**config.mk**
```make
export PLATFORM = sky130hd
export DESIGN_NAME = copro_exec_scheduler_flat
export DESIGN_NICKNAME = d
export VERILOG_FILES = /design/src/rtl/copro_exec_if.sv /design/src/rtl/copro_exec_scheduler.sv /design/src/flat_wrapper.sv
export SDC_FILE = /design/constraint.sdc
export NUM_CORES = 1
export LEC_CHECK = 0
export CAP_MARGIN = 10
export CORE_MARGIN = 2
export CORE_UTILIZATION = 55
export CTS_CLUSTER_DIAMETER = 50
export DETAILED_ROUTE_END_ITERATION = 10
export PLACE_DENSITY = 0.82
export SLEW_MARGIN = 25
export SYNTH_ARGS = -nofsm -noshare
export SYNTH_HDL_FRONTEND = slang
export SYNTH_SLANG_ARGS = --single-unit
```
**constraint.sdc**
```tcl
create_clock -name clk_i -period 2.66 [get_ports clk_i]
set_input_delay 0.266 -clock clk_i [delete_from_list [all_inputs] [get_ports clk_i]]
set_output_delay 0.266 -clock clk_i [all_outputs]
set_load 0.03 [all_outputs]
```
**src/rtl/copro_exec_if.sv**
```systemverilog
// Scheduler-facing bundle: CV-X-IF issue/commit/result channels plus the
// shared execution-unit handshake.
interface copro_exec_if #(
    parameter int XLEN = 32,
    parameter int ID_W = 3
);
    logic            issue_valid_i;
    logic            issue_ready_o;
    logic [ID_W-1:0] issue_id_i;
    logic [4:0]      issue_rd_i;
    logic [XLEN-1:0] issue_rs1_i;
    logic [XLEN-1:0] issue_rs2_i;
    logic            issue_we_i;

    logic            commit_valid_i;
    logic [ID_W-1:0] commit_id_i;
    logic            commit_kill_i;

    logic            eu_start_o;
    logic [XLEN-1:0] eu_op_a_o;
    logic [XLEN-1:0] eu_op_b_o;
    logic            eu_done_i;
    logic [XLEN-1:0] eu_result_i;

    logic            result_valid_o;
    logic            result_ready_i;
    logic [ID_W-1:0] result_id_o;
    logic [4:0]      result_rd_o;
    logic            result_we_o;
    logic [XLEN-1:0] result_data_o;

    modport slave (
        input  issue_valid_i, issue_id_i, issue_rd_i, issue_rs1_i, issue_rs2_i, issue_we_i,
        input  commit_valid_i, commit_id_i, commit_kill_i,
        input  eu_done_i, eu_result_i, result_ready_i,
        output issue_ready_o, eu_start_o, eu_op_a_o, eu_op_b_o,
        output result_valid_o, result_id_o, result_rd_o, result_we_o, result_data_o
    );

    modport master (
        output issue_valid_i, issue_id_i, issue_rd_i, issue_rs1_i, issue_rs2_i, issue_we_i,
        output commit_valid_i, commit_id_i, commit_kill_i,
        output eu_done_i, eu_result_i, result_ready_i,
        input  issue_ready_o, eu_start_o, eu_op_a_o, eu_op_b_o,
        input  result_valid_o, result_id_o, result_rd_o, result_we_o, result_data_o
    );
endinterface

```
**src/rtl/copro_exec_scheduler.sv**
```systemverilog
// In-order coprocessor scheduler: queues issued instructions, waits for each
// head to be committed or killed, runs it on the shared EU, returns results.
module copro_exec_scheduler #(
    parameter int DEPTH = 4,
    parameter int XLEN  = 32,
    parameter int ID_W  = 3
) (
    input logic         clk_i,
    input logic         rst_ni,
    copro_exec_if.slave bus
);
    localparam int PTR_W = $clog2(DEPTH);
    localparam int CNT_W = PTR_W + 1;

    typedef struct packed {
        logic [ID_W-1:0] id;
        logic [4:0]      rd;
        logic [XLEN-1:0] rs1;
        logic [XLEN-1:0] rs2;
        logic            we;
        logic            committed;
        logic            killed;
    } entry_t;

    typedef enum logic [1:0] {IDLE, EXEC, RESP} state_t;

    entry_t           q [DEPTH];
    logic [PTR_W-1:0] head_q, tail_q;
    logic [CNT_W-1:0] count_q;
    logic [XLEN-1:0]  res_q;
    state_t           state_q, state_d;

    logic             push, pop, start, res_ld, has_head, new_hit, op_live, rv;
    logic [DEPTH-1:0] ent_vld;
    entry_t           head;

    assign head     = q[head_q];
    assign has_head = (count_q != '0);
    assign bus.issue_ready_o = (count_q < CNT_W'(DEPTH));
    assign push     = bus.issue_valid_i && bus.issue_ready_o;
    assign new_hit  = bus.commit_valid_i && (bus.commit_id_i == bus.issue_id_i);

    // An entry is live when its distance from head is below the occupancy.
    always_comb begin
        ent_vld = '0;
        for (int i = 0; i < DEPTH; i++)
            ent_vld[i] = ({1'b0, PTR_W'(i) - head_q} < count_q);
    end

    always_ff @(posedge clk_i or negedge rst_ni) begin
        if (!rst_ni) begin
            for (int i = 0; i < DEPTH; i++) q[i] <= '0;
            head_q  <= '0;
            tail_q  <= '0;
            count_q <= '0;
        end else begin
            for (int i = 0; i < DEPTH; i++) begin
                if (bus.commit_valid_i && ent_vld[i] && (q[i].id == bus.commit_id_i)) begin
                    if (bus.commit_kill_i) q[i].killed    <= 1'b1;
                    else                   q[i].committed <= 1'b1;
                end
            end
            // The tail slot is never live while push is possible, so this write
            // cannot collide with the commit update above.
            if (push) begin
                q[tail_q] <= '{id:        bus.issue_id_i,
                               rd:        bus.issue_rd_i,
                               rs1:       bus.issue_rs1_i,
                               rs2:       bus.issue_rs2_i,
                               we:        bus.issue_we_i,
                               committed: new_hit && !bus.commit_kill_i,
                               killed:    new_hit &&  bus.commit_kill_i};
                tail_q <= tail_q + 1'b1;
            end
            if (pop) head_q <= head_q + 1'b1;
            case ({push, pop})
                2'b10:   count_q <= count_q + 1'b1;
                2'b01:   count_q <= count_q - 1'b1;
                default: ;
            endcase
        end
    end

    always_ff @(posedge clk_i or negedge rst_ni) begin
        if (!rst_ni) begin
            state_q <= IDLE;
            res_q   <= '0;
        end else begin
            state_q <= state_d;
            if (res_ld) res_q <= bus.eu_result_i;
        end
    end

    always_comb begin
        state_d = state_q;
        pop     = 1'b0;
        start   = 1'b0;
        res_ld  = 1'b0;
        case (state_q)
            IDLE: begin
                if (has_head) begin
                    if (head.killed) begin
                        pop = 1'b1;
                    end else if (head.committed) begin
                        start   = 1'b1;
                        state_d = EXEC;
                    end
                end
            end
            EXEC: begin
                if (bus.eu_done_i) begin
                    res_ld  = 1'b1;
                    state_d = RESP;
                end
            end
            RESP: begin
                if (bus.result_ready_i) begin
                    pop     = 1'b1;
                    state_d = IDLE;
                end
            end
            default: state_d = IDLE;
        endcase
    end

    // Head cannot move during EXEC/RESP, so operands and result fields stay put.
    assign op_live            = start || (state_q == EXEC);
    assign rv                 = (state_q == RESP);
    assign bus.eu_start_o     = start;
    assign bus.eu_op_a_o      = op_live ? head.rs1 : '0;
    assign bus.eu_op_b_o      = op_live ? head.rs2 : '0;
    assign bus.result_valid_o = rv;
    assign bus.result_id_o    = rv ? head.id : '0;
    assign bus.result_rd_o    = rv ? head.rd : '0;
    assign bus.result_we_o    = rv && head.we;
    assign bus.result_data_o  = rv ? res_q : '0;
endmodule

```
**src/flat_wrapper.sv**
```systemverilog
// flat-port wrapper written by rule: the top's interface ports become plain ports
module copro_exec_scheduler_flat 
#(
    parameter int DEPTH = 4,
    parameter int XLEN  = 32,
    parameter int ID_W  = 3
)
  (clk_i, rst_ni, bus_issue_valid_i, bus_issue_id_i, bus_issue_rd_i, bus_issue_rs1_i, bus_issue_rs2_i, bus_issue_we_i, bus_commit_valid_i, bus_commit_id_i, bus_commit_kill_i, bus_eu_done_i, bus_eu_result_i, bus_result_ready_i, bus_issue_ready_o, bus_eu_start_o, bus_eu_op_a_o, bus_eu_op_b_o, bus_result_valid_o, bus_result_id_o, bus_result_rd_o, bus_result_we_o, bus_result_data_o);
  copro_exec_if #(.XLEN(XLEN), .ID_W(ID_W)) bus_i ();
  input logic clk_i;
  input logic rst_ni;
  input wire logic [$bits(bus_i.issue_valid_i)-1:0] bus_issue_valid_i;
  input wire logic [$bits(bus_i.issue_id_i)-1:0] bus_issue_id_i;
  input wire logic [$bits(bus_i.issue_rd_i)-1:0] bus_issue_rd_i;
  input wire logic [$bits(bus_i.issue_rs1_i)-1:0] bus_issue_rs1_i;
  input wire logic [$bits(bus_i.issue_rs2_i)-1:0] bus_issue_rs2_i;
  input wire logic [$bits(bus_i.issue_we_i)-1:0] bus_issue_we_i;
  input wire logic [$bits(bus_i.commit_valid_i)-1:0] bus_commit_valid_i;
  input wire logic [$bits(bus_i.commit_id_i)-1:0] bus_commit_id_i;
  input wire logic [$bits(bus_i.commit_kill_i)-1:0] bus_commit_kill_i;
  input wire logic [$bits(bus_i.eu_done_i)-1:0] bus_eu_done_i;
  input wire logic [$bits(bus_i.eu_result_i)-1:0] bus_eu_result_i;
  input wire logic [$bits(bus_i.result_ready_i)-1:0] bus_result_ready_i;
  output wire logic [$bits(bus_i.issue_ready_o)-1:0] bus_issue_ready_o;
  output wire logic [$bits(bus_i.eu_start_o)-1:0] bus_eu_start_o;
  output wire logic [$bits(bus_i.eu_op_a_o)-1:0] bus_eu_op_a_o;
  output wire logic [$bits(bus_i.eu_op_b_o)-1:0] bus_eu_op_b_o;
  output wire logic [$bits(bus_i.result_valid_o)-1:0] bus_result_valid_o;
  output wire logic [$bits(bus_i.result_id_o)-1:0] bus_result_id_o;
  output wire logic [$bits(bus_i.result_rd_o)-1:0] bus_result_rd_o;
  output wire logic [$bits(bus_i.result_we_o)-1:0] bus_result_we_o;
  output wire logic [$bits(bus_i.result_data_o)-1:0] bus_result_data_o;
  assign bus_i.issue_valid_i = bus_issue_valid_i;
  assign bus_i.issue_id_i = bus_issue_id_i;
  assign bus_i.issue_rd_i = bus_issue_rd_i;
  assign bus_i.issue_rs1_i = bus_issue_rs1_i;
  assign bus_i.issue_rs2_i = bus_issue_rs2_i;
  assign bus_i.issue_we_i = bus_issue_we_i;
  assign bus_i.commit_valid_i = bus_commit_valid_i;
  assign bus_i.commit_id_i = bus_commit_id_i;
  assign bus_i.commit_kill_i = bus_commit_kill_i;
  assign bus_i.eu_done_i = bus_eu_done_i;
  assign bus_i.eu_result_i = bus_eu_result_i;
  assign bus_i.result_ready_i = bus_result_ready_i;
  assign bus_issue_ready_o = bus_i.issue_ready_o;
  assign bus_eu_start_o = bus_i.eu_start_o;
  assign bus_eu_op_a_o = bus_i.eu_op_a_o;
  assign bus_eu_op_b_o = bus_i.eu_op_b_o;
  assign bus_result_valid_o = bus_i.result_valid_o;
  assign bus_result_id_o = bus_i.result_id_o;
  assign bus_result_rd_o = bus_i.result_rd_o;
  assign bus_result_we_o = bus_i.result_we_o;
  assign bus_result_data_o = bus_i.result_data_o;
  copro_exec_scheduler #(.DEPTH(DEPTH), .XLEN(XLEN), .ID_W(ID_W)) u_core (.clk_i(clk_i), .rst_ni(rst_ni), .bus(bus_i));
endmodule
```
==> metrics list <==
* Slew of the pin with the lowest slew margin: 0.6114 ns
- Top Ports: 223
- After technology mapping, the gate count stands at 1617.
* Setup slack of the critical path after layout: -0.06794 ns
* Die height: approximately 170 um
- Data on the critical path is required at its endpoint by roughly 2.4 ns.
- Antenna diode count: 0
* Fin util: a little over two thirds
* Initial antenna violation count: 1
- In this run the remaining antenna-violating nets after routing total 0.
- Worst Hold Margin: about 0.31 ns
- Wire per inst: 19.57 um
* Total nets after synthesis: 1742
* Number of buffers inserted during clock tree synthesis: 39
- Max-cap violations in this run came to 0.
- The synthesized netlist occupies a cell area of approximately 16000 um^2.
* Post-DR vias/cell: 5.583
- In this run the cell area measured after placement is about 19000 um^2.
* Category of the most critical setup path: flop to primary output
- The worst setup path is launched from a flop.
- Root Buffer: sky130_fd_sc_hd__clkbuf_16
- The analysis attributes to net switching a power of 10030 uW.
- For this block, the routed nets add up to between 40000 and 50000 um of wire.
* Reg2reg path depth: 8
* Residual overflow from global routing: 0
* Via count of the first global-routing pass: 13402
- Synthesis inferred 341 register bits.
- Syn. warnings: 0
- Die footprint: around 30000 um^2
* Layout-stage area growth over the synthesis result: 27.46%
* Total non-filler cell area in the finished layout: 20120 um^2
- Final std cells w/o fill: 2255
* First-pass detailed-route iteration total: 5
- Net count, final: between 1500 and 2000
- Post-synth ARST share: 100.0%
- Filler cells: 2054
* First-pass GRT wire length: 69920 um
- End of the worst register-to-register path: u_core.q[151]
* Internal Pwr Total: ~17000 uW
- Core area: about 28000 um^2
- Fin crit share: 102.6%
- The flow ran to the end, but the final reports show violations.
- Net switching is 37.80% of the power.
- The floorplan has between 60 and 70 rows.
- In the synthesized netlist the dominant register cell turns out to be sky130_fd_sc_hd__dfrtp_1.
- The worst setup path is captured at a primary output.
- Clock latency on the worst-skew pair: ~0.52 ns
* Post-synth EDFFs: 0
- P per Cell Area: 1319 nW/um^2
- Port buffering added around 220 buffers.
- Register share of total power: about a third
- Sequential cells were found to cover a little over half of the synthesized design area.
- Number of instances in the placed design: 2169
- Clock-pin slew was measured on the worst setup and hold paths at 0.06 ns.
- The initial utilization of the core area, before any placement, comes to between 50% and 60%.
* Clock power share: 20.9%
- For this block, the via count after detailed routing is 12590.
- On the final layout, the worst clock skew is around 0.011 ns.
- In the routed design, unresolved DRC markers number 0.
- Final setup vio count: 55
- DIE WIDTH: 173.4 um
* Share of post-route cells with drive strength above 1: a little under a fifth
- Failing checks: negative setup slack
* Largest fanout on the critical path: 30
- Hold Violations, Final: 0
- Of the total power, combinational logic draws about 45%.
* Hold Crit Class: primary input to async pin
* Clk sinks: 341
- A synthesized cell averages about 9.8 um^2.
- The number of pins exceeding their max-slew limit in the final report is 0.
* Global-route total usage across every layer: 29.31%
- Reg2Reg Setup Slack: 0.43 ns
* Worst reg2reg path startpoint: u_core.head_q[1]
- Post-detail-place hpwl: 26420 um
- H-tree levels: 2
- For the worst setup path, the data arrival time is roughly 2.5 ns.
- Entering global routing, the biggest net connects between 70 and 80 pins.
- Most frequent standard cell in the layout excluding fill and tap cells: sky130_fd_sc_hd__nand2_1
- In this run, distinct cell masters in the synthesized netlist total 40.
- IR analysis of the VDD net gives a maximum drop of ~0.94 mV.
- RSZ-0062 raised after global routing: yes
- The detailed router finished its first iteration with 1221 violations.
* Buffers from clock root to sink, at most: 3
* Maximum clock frequency: 0.3666 GHz
- Leakage Power: 0.01004 uW
- Placer's final routability congestion estimate: 0.7954
- The worst pin sits at a relative slew slack of 59.24%.
- TritonCTS built the clock tree.
- Commonest cells after routing, fill and taps aside: 844 x sky130_fd_sc_hd__nand2_1, 339 x sky130_fd_sc_hd__dfrtp_1, 146 x sky130_fd_sc_hd__clkdlybuf4s50_1
- Fin crit period: 2.728 ns
==> power by group through the flow <==
stage          Clock (uW)  Combinational [uW]  Sequential [uW]
2_1_floorplan           0                7880             8480
3_3_place_gp            0               11000             8760
3_5_place_dp            0               11300             8930
4_1_cts              5590               11300             8870
5_1_grt              5800               13000             9190
6_report             5530               12000             8960
==> worst max path at each step <==
stage / slack (ns) / endpoint / start / cells after the start
after floorplan: 0.47 / bus_eu_op_a_o[0] / u_core.head_q[0] / 6
after global placement: 0.05 / bus_eu_op_a_o[22] / u_core.head_q[0] / 6
after detailed placement: -0.04 / bus_eu_op_a_o[2] / u_core.head_q[0] / 6
after CTS: -0.10 / bus_eu_op_a_o[18] / u_core.head_q[0] / 6
after global routing: -0.12 / bus_eu_op_b_o[25] / u_core.head_q[0] / 7
final: -0.07 / bus_eu_op_b_o[12] / u_core.head_q[0] / 6
==> layout make-up <==
cell class | count | area, um^2 | area share (%)
multi-input cells | 1166 | 6887 | 34.23
flip-flops and latches | 341 | 8541 | 42.45
clock inverters | 16 | 193.9 | 0.9640
clock buffers | 54 | 1135 | 5.641
well taps | 384 | 480.5 | 2.388
inverters | 11 | 41.29 | 0.2052
repair buffers | 283 | 2840 | 14.12
==> state kept, by name, summed over array words and instances (netlist names) <==
| name | flops |
|---|---|
| u_core.q | 300 |
| u_core.tail_q | 2 |
| u_core.res_q | 32 |
| u_core.state_q | 2 |
| u_core.head_q | 2 |
| u_core.count_q | 3 |
==> synthesized netlist by cell type, types with 4 or more instances <==
| master | instances | area share [%] |
|---|---|---|
| sky130_fd_sc_hd__buf_2 | 16 | 0.51 |
| sky130_fd_sc_hd__buf_6 | 6 | 0.43 |
| sky130_fd_sc_hd__dfrtp_1 | 341 | 54 |
| sky130_fd_sc_hd__nor2_1 | 12 | 0.29 |
| sky130_fd_sc_hd__mux2_1 | 4 | 0.29 |
| sky130_fd_sc_hd__xor2_1 | 16 | 0.89 |
| sky130_fd_sc_hd__a2bb2oi_1 | 4 | 0.22 |
| sky130_fd_sc_hd__ha_1 | 9 | 0.71 |
| sky130_fd_sc_hd__xnor2_1 | 5 | 0.28 |
| sky130_fd_sc_hd__nor2b_1 | 67 | 2.7 |
| sky130_fd_sc_hd__nand2_1 | 848 | 20 |
| sky130_fd_sc_hd__mux2_2 | 40 | 2.9 |
| sky130_fd_sc_hd__a21oi_1 | 9 | 0.29 |
| sky130_fd_sc_hd__inv_1 | 10 | 0.24 |
| sky130_fd_sc_hd__and2_1 | 45 | 1.8 |
| sky130_fd_sc_hd__mux4_2 | 75 | 11 |
| sky130_fd_sc_hd__clkbuf_1 | 73 | 1.7 |
==> through the flow <==
step	worst slack (ns)	TNS, ns	total power, uW
2_1_floorplan	0.4737	0	16350
3_3_place_gp	0.04512	0	19740
3_5_place_dp	-0.04015	-0.08056	20260
4_1_cts	-0.1004	-1.131	25760
5_1_grt	-0.1158	-5.154	27940
6_report	-0.06794	-2.228	26530
==> metal layers <==
metal	GRT usage, %	share of wire (%)	vias to the layer above
met5	0	0.020	-
met4	10.56	3.0	2
met3	6.338	8.3	116
met2	49.67	50	619
met1	37.52	39	6258
li1	-	-	5595
==> cells by family after synthesis <==
family                     after synthesis  synth area share (%)
and+or+nand+nor                        984                 25.51
DFF                                    341                 54.06
muxes                                  121                 13.97
buffers and inverters                  110                 3.076
AOI/OAI and AO/OA                       30                 1.379
xor gates and xnor gates                21                 1.165
adders and majority gates               10                0.8403
==> worst max-delay path, stage by stage (launching register included) <==
cell                       delay, ns
sky130_fd_sc_hd__dfrtp_4        0.44
sky130_fd_sc_hd__mux4_2         0.51
sky130_fd_sc_hd__nand2b_4       0.17
sky130_fd_sc_hd__o21a_4         0.27
sky130_fd_sc_hd__buf_12         0.19
sky130_fd_sc_hd__nor2b_1        0.14
sky130_fd_sc_hd__buf_2          0.21
==> what timing repair did <==
item | CTS | global route
cloned | 2 | 2
setup endpoints to repair | 71 | 73
pin swaps | 0 | 1
endpoints found under the hold margin | 67 | 0
resized for setup | 321 | 128
hold buffers | 1 | 0
setup buffers | 2 | 9
(Power assumes the default switching activity.)
